--- src/rtl/tone_pkg.sv ---
// Shared types and constants for the tone sequencer.
//   note_t      : one melody table entry {half_period, volume, dur}
//   seq_state_e : sequencer FSM states
//   SONG        : default 16-entry melody for a 25 MHz clock, 1 ms ticks
package tone_pkg;

  typedef struct packed {
    logic [15:0] half_period;  // clocks per half cycle, 0 = rest
    logic [2:0]  volume;       // 0..7
    logic [9:0]  dur;          // ticks, 0 = end of song
  } note_t;

  localparam logic [2:0] ST_IDLE   = 3'd0;
  localparam logic [2:0] ST_FETCH  = 3'd1;
  localparam logic [2:0] ST_OFFER  = 3'd2;
  localparam logic [2:0] ST_PLAY   = 3'd3;
  localparam logic [2:0] ST_GAP    = 3'd4;
  localparam logic [2:0] ST_FINISH = 3'd5;

  typedef enum logic [2:0] {
    S_IDLE   = ST_IDLE,
    S_FETCH  = ST_FETCH,
    S_OFFER  = ST_OFFER,
    S_PLAY   = ST_PLAY,
    S_GAP    = ST_GAP,
    S_FINISH = ST_FINISH
  } seq_state_e;

  localparam int unsigned DEFAULT_SONG_LEN = 16;

  // Ascending range so the first listed entry is index 0.
  localparam note_t [0:DEFAULT_SONG_LEN-1] SONG = {
    {16'd23900, 3'd5, 10'd250},  // C5
    {16'd21294, 3'd5, 10'd250},  // D5
    {16'd18968, 3'd5, 10'd250},  // E5
    {16'd23900, 3'd5, 10'd250},  // C5
    {16'd0,     3'd0, 10'd100},  // rest
    {16'd18968, 3'd6, 10'd250},  // E5
    {16'd17896, 3'd6, 10'd250},  // F5
    {16'd15944, 3'd6, 10'd500},  // G5
    {16'd0,     3'd0, 10'd100},  // rest
    {16'd15944, 3'd7, 10'd125},  // G5
    {16'd14205, 3'd7, 10'd125},  // A5
    {16'd15944, 3'd7, 10'd125},  // G5
    {16'd17896, 3'd6, 10'd125},  // F5
    {16'd18968, 3'd5, 10'd250},  // E5
    {16'd23900, 3'd4, 10'd500},  // C5
    {16'd0,     3'd0, 10'd0}     // end marker
  };

endpackage

--- src/rtl/tick_prescaler.sv ---
// Free-running divider producing a one-cycle tick every DIV clocks.
//   i_Clk   : system clock (state updates on falling edge)
//   i_Reset : synchronous active-high reset
//   i_Clear : synchronous clear, holds the counter at 0
//   o_Tick  : high while the counter sits at DIV-1 (the wrap cycle)
module tick_prescaler #(
  parameter int unsigned DIV = 2
) (
  input  logic i_Clk,
  input  logic i_Reset,
  input  logic i_Clear,
  output logic o_Tick
);

  localparam int unsigned W = (DIV > 1) ? $clog2(DIV) : 1;
  localparam logic [W-1:0] LAST = W'(DIV - 1);

  logic [W-1:0] count;

  always_ff @(negedge i_Clk) begin
    if (i_Reset || i_Clear) begin
      count <= '0;
    end else if (count == LAST) begin
      count <= '0;
    end else begin
      count <= count + W'(1);
    end
  end

  assign o_Tick = (count == LAST);

endmodule

--- src/rtl/tone_sequencer.sv ---
// Walks a constant melody table and hands one note at a time to the
// square-wave tone generator, holding each for its duration and muting
// the generator for a fixed gap between notes.
//   i_Clk, i_Reset          : clock (falling edge), sync active-high reset
//   i_Start, i_Stop         : begin song from entry 0 / abort (stop wins)
//   o_Half_Period, o_Volume : current note fields
//   o_Note_Valid, i_Note_Ready : note handshake
//   o_Mute                  : generator must output 0
//   o_Busy, o_Done          : not idle / one-cycle song-complete pulse
module tone_sequencer
  import tone_pkg::*;
#(
  parameter int unsigned CLK_HZ    = 25_000_000,
  parameter int unsigned TICK_HZ   = 1000,
  parameter int unsigned SONG_LEN  = 16,
  parameter int unsigned GAP_TICKS = 20,
  parameter note_t [0:SONG_LEN-1] SONG_TABLE = SONG
) (
  input  logic        i_Clk,
  input  logic        i_Reset,
  input  logic        i_Start,
  input  logic        i_Stop,
  output logic [15:0] o_Half_Period,
  output logic [2:0]  o_Volume,
  output logic        o_Note_Valid,
  input  logic        i_Note_Ready,
  output logic        o_Mute,
  output logic        o_Busy,
  output logic        o_Done
);

  localparam int unsigned TICK_DIV = CLK_HZ / TICK_HZ;
  localparam int unsigned IDX_W    = (SONG_LEN > 1) ? $clog2(SONG_LEN) : 1;
  localparam int unsigned GAP_W    = $clog2(GAP_TICKS + 1);
  localparam logic [IDX_W-1:0] LAST_IDX = IDX_W'(SONG_LEN - 1);

  seq_state_e       state;
  logic [IDX_W-1:0] index;
  logic [9:0]       duration;
  logic [GAP_W-1:0] gap_cnt;
  note_t            rom_q;
  logic             rom_loaded;
  logic             tick;
  logic             presc_clear;

  // Ticks only run while timing a note or a gap; clearing elsewhere makes
  // the first tick land exactly TICK_DIV clocks after the handshake edge.
  assign presc_clear = !((state == S_PLAY) || (state == S_GAP));

  tick_prescaler #(
    .DIV(TICK_DIV)
  ) u_prescaler (
    .i_Clk  (i_Clk),
    .i_Reset(i_Reset),
    .i_Clear(presc_clear),
    .o_Tick (tick)
  );

  assign o_Busy = (state != S_IDLE);
  assign o_Done = (state == S_FINISH);

  always_ff @(negedge i_Clk) begin
    if (i_Reset) begin
      state         <= S_IDLE;
      index         <= '0;
      duration      <= '0;
      gap_cnt       <= '0;
      rom_q         <= '0;
      rom_loaded    <= 1'b0;
      o_Half_Period <= '0;
      o_Volume      <= '0;
      o_Note_Valid  <= 1'b0;
      o_Mute        <= 1'b1;
    end else if (i_Stop && (state != S_IDLE)) begin
      state        <= S_IDLE;
      rom_loaded   <= 1'b0;
      o_Note_Valid <= 1'b0;
      o_Mute       <= 1'b1;
    end else begin
      case (state)
        S_IDLE: begin
          if (i_Start && !i_Stop) begin
            state      <= S_FETCH;
            index      <= '0;
            rom_loaded <= 1'b0;
          end
        end
        // Table read is registered on the first FETCH edge and decoded on
        // the second, so a note is offered two edges after start.
        S_FETCH: begin
          if (!rom_loaded) begin
            rom_q      <= SONG_TABLE[index];
            rom_loaded <= 1'b1;
          end else begin
            rom_loaded <= 1'b0;
            if (rom_q.dur == '0) begin
              state <= S_FINISH;
            end else begin
              state         <= S_OFFER;
              o_Note_Valid  <= 1'b1;
              o_Half_Period <= rom_q.half_period;
              o_Volume      <= rom_q.volume;
            end
          end
        end
        S_OFFER: begin
          if (i_Note_Ready) begin
            state        <= S_PLAY;
            o_Note_Valid <= 1'b0;
            o_Mute       <= 1'b0;
            duration     <= rom_q.dur;
          end
        end
        S_PLAY: begin
          if (tick) begin
            duration <= duration - 10'd1;
            if (duration == 10'd1) begin
              state   <= S_GAP;
              o_Mute  <= 1'b1;
              gap_cnt <= GAP_W'(GAP_TICKS);
            end
          end
        end
        S_GAP: begin
          if (tick) begin
            gap_cnt <= gap_cnt - GAP_W'(1);
            if (gap_cnt == GAP_W'(1)) begin
              if (index == LAST_IDX) begin
                state <= S_FINISH;
              end else begin
                index <= index + IDX_W'(1);
                state <= S_FETCH;
              end
            end
          end
        end
        S_FINISH: begin
          o_Mute <= 1'b1;
          state  <= S_IDLE;
        end
        default: state <= S_IDLE;
      endcase
    end
  end

endmodule

--- config.mk ---
export PLATFORM = sky130hd
export DESIGN_NAME = tone_sequencer
export DESIGN_NICKNAME = d
export VERILOG_FILES = /design/src/rtl/tone_pkg.sv /design/src/rtl/tick_prescaler.sv /design/src/rtl/tone_sequencer.sv
export SDC_FILE = /design/constraint.sdc
export NUM_CORES = 1
export LEC_CHECK = 0
export ABC_AREA = 1
export BUFFER_PORTS_ARGS = -buffer_cell sky130_fd_sc_hd__buf_2
export CORE_MARGIN = 5
export CORE_UTILIZATION = 45
export DETAILED_ROUTE_END_ITERATION = 16
export SYNTH_ARGS = -nofsm -noshare
export SYNTH_HDL_FRONTEND = slang
export SYNTH_HIERARCHICAL = 1
export SYNTH_SLANG_ARGS = --single-unit
export TNS_END_PERCENT = 50
--- constraint.sdc ---
create_clock -name i_Clk -period 2.1 [get_ports i_Clk]
set_clock_uncertainty 0.1 [all_clocks]
set_input_delay 0.21 -clock i_Clk [delete_from_list [all_inputs] [get_ports i_Clk]]
set_output_delay 0.21 -clock i_Clk [all_outputs]
set_load 0.05 [all_outputs]
==> metrics.yaml <==
status: "finished, violations left"
failed_checks: "negative setup slack"
crit_path_end_kind: "primary output"
r2r-start: "u_prescaler/count[1]"
gp_congestion: 0.907
clk_pin_slew_ns: 0.03
core_region_area_sq_mm: 0.00928
min_to: "o_Mute"
drc_errors: 0
htree_levels: 3
grt_pass1_wl_mm: 19.3
p_clk_frac: 0.245
synth_cells: 612
syn_nets: 634
cts.path.max_buffers: 2
fin_area_sq_mm: 0.00561
drv_cap: 0
worst_hold_path_type: "reg2reg"
synth_area_sq_mm: 0.00429
yosysMostFrequentCell: "nand2_1"
dp.cells: 789
hold_viol: 0
grt_setup_unrepaired: "yes"
rows: 35
worst_slack_ns: -0.430
ios: 28
switching_share: 0.465
cts_tree: "done"
regToRegEndpoint: "duration[5]"
portBuffers: 26
ir_worst_vdd_mv: 1.06
drive_above_1_share: 0.203
clock-sinks: 79
synth_cell_types: 39
die_w_um: 108
internal-power_mw: 3.78
required_ns: 1.79
grt_max_degree: 30
grt_pass1_vias: 4353
drt_iter0_markers: 234
yosys-top-cells-area: "dfxtp_1, nand2_1, nor2_1"
ys_seq_area_frac: 0.368
cts_buffers: 9
synthTopCellsByCount: "nand2_1, nor2_1, dfxtp_1"
synth-edff-count: 0
rrSetupSlack_ns: 0.13
dominantRegCellSynth: "dfxtp_1"
p_leak_nw: 2.72
area_growth_pct: 30.7
critical_path_arrival_ns: 2.22
worstSetupPathType: "reg2out"
finalMaxSlewViolations: 0
synth-seq-cells: 79
postPlaceCellArea_sq_mm: 0.00482
p_seq_frac: 0.296
antenna_cells: 0
setup_viol: 22
wl_per_cell_um: 12.5
yosys_warnings: 6
hold_path_depth: 2
antenna_found_initial: 0
vias_per_cell: 4.97
yosysTopAreaCell: "dfxtp_1"
vias: 4415
ant_nets: 0
die_h_um: 108
holdCritStartpoint: "o_Mute"
hpwl_mm: 7.98
synth_top_area_share: 0.368
cts_root_buffer: "clkbuf_8"
critical_path.max_fanout: 2
power_frac_comb: 0.459
grt_usage: 0.203
dr.pass1.iters: 5
reg2reg_depth: 12
avgSynthCellArea_sq_um: 7.01
synthArstFlopShare: 0
initial_core_util: 0.462
clock_latency_ns: 0.42
finalNetCount: 776
stdcell_count: 888
die_area_sq_mm: 0.0116
p_per_area_mw_per_mm2: 1260
drt_wl_total_mm: 11.1
switching_power_mw: 3.29
overflow: 0
hold_buffers: 0
cp-start-kind: "register"
-- worst max path at each step --
stage | startpoint | to | slack [ns] | depth (start not counted)
2_1_floorplan | state[0] | o_Done | -0.15 | 2
3_3_place_gp | i_Stop | rom_q[15] | -0.29 | 6
3_5_place_dp | i_Stop | rom_q[15] | -0.26 | 6
4_1_cts | state[2] | o_Done | -0.45 | 3
5_1_grt | state[0] | o_Done | -0.48 | 3
6_report | state[2] | o_Done | -0.43 | 3
-- repair_timing --
action | in CTS | in global routing
setup endpoints to repair | 22 | 37
cloned | 0 | 0
pin swaps | 0 | 2
setup buffers | 1 | 5
resized for setup | 80 | 13
-- layer usage --
metal | vias to the layer above | share of wire | global-route usage
met4 | 0 | 0.018 | 0.102
li1 | 2263 | - | -
met5 | - | 0 | 0
met1 | 2038 | 0.47 | 0.253
met3 | 21 | 0.041 | 0.0654
met2 | 93 | 0.48 | 0.316
-- cell usage in the layout, fill, tap and decap left out, types with 2 or more instances in the layout --
master / netlist / final
inv_1: 62 / 138
nand2_1: 127 / 127
nor2_1: 93 / 93
dfxtp_1: 79 / 58
nand3_1: 47 / 46
buf_4: 4 / 45
a21oi_1: 45 / 44
o21ai_0: 37 / 33
buf_8: 2 / 19
dfxtp_2: 0 / 18
ha_1: 17 / 16
o21ai_1: 8 / 12
a31oi_1: 11 / 11
clkbuf_8: 0 / 9
nor2_2: 9 / 8
nand4_1: 8 / 8
nand3_2: 4 / 5
xor2_1: 5 / 5
inv_2: 4 / 4
or2_2: 4 / 4
buf_2: 2 / 4
buf_12: 0 / 4
nor2_4: 2 / 3
nand2_4: 3 / 3
nand2_2: 3 / 3
a211oi_2: 3 / 3
xnor2_1: 3 / 3
inv_8: 0 / 3
dfxtp_4: 0 / 3
buf_6: 5 / 3
inv_4: 0 / 2
nor2_8: 2 / 2
a21oi_2: 1 / 2
a211oi_1: 2 / 2
clkinv_8: 0 / 2
nand3b_1: 2 / 2
-- flip-flops by register name (all words and copies together) (netlist names) --
| name | flops |
|---|---|
| rom_loaded | 1 |
| o_Half_Period | 14 |
| state | 3 |
| o_Note_Valid | 1 |
| o_Volume | 2 |
| o_Mute | 1 |
| gap_cnt | 5 |
| rom_q | 23 |
| u_prescaler/count | 15 |
| duration | 10 |
| index | 4 |
-- worst max-delay path, cell delays in order (launching register included) --
cell and delay (ns):
dfxtp_2 0.34, inv_4 0.05, nor3_4 0.19, buf_6 0.19
-- area by class of cell --
| cell class | instances | area [sq um] |
|---|---|---|
| Clock buffer | 9 | 124 |
| Timing Repair Buffer | 75 | 757 |
| Tap cell | 129 | 161 |
| Fill cell | 898 | 3670 |
| Sequential cell | 79 | 1620 |
| Multi-Input combinational cell | 445 | 2330 |
| Clock inverter | 86 | 378 |
| Inverter | 65 | 251 |
-- power groups by stage --
stage          logic (mW)  registers, mW  clock network [mW]
3_3_place_gp         3.04           2.08               0.235
4_1_cts              3.19           2.09                1.83
6_report             3.25           2.09                1.73
5_1_grt              3.67           2.13                2.03
2_1_floorplan        2.14           2.09               0.235
3_5_place_dp         3.09           2.09               0.235
-- per-stage QoR --
stage / util / hold slack, ns / power [mW] / setup TNS, ns / setup slack (ns)
3_3_place_gp: 0.519 / 0.331 / 5.35 / -9.27 / -0.286
6_report: 0.605 / 0.367 / 7.07 / -3.79 / -0.430
4_1_cts: 0.597 / 0.363 / 7.11 / -4.15 / -0.454
2_1_floorplan: - / 0.333 / 4.46 / -0.250 / -0.154
3_5_place_dp: 0.519 / 0.346 / 5.42 / -10.11 / -0.257
5_1_grt: 0.605 / 0.390 / 7.83 / -4.83 / -0.484
-- kinds of logic after synthesis --
| family | synth area share |
|---|---|
| AND/OR/NAND/NOR | 0.328 |
| AO/OA/AOI/OAI | 0.139 |
| buffers and inverters | 0.0962 |
| flip-flops | 0.368 |
| adder cells (fa/ha/maj) | 0.0495 |
| XOR/XNOR | 0.0163 |
| other | 0.000874 |
| multiplexers | 0.00233 |
Note: power is estimated with default switching activity, not from simulation.
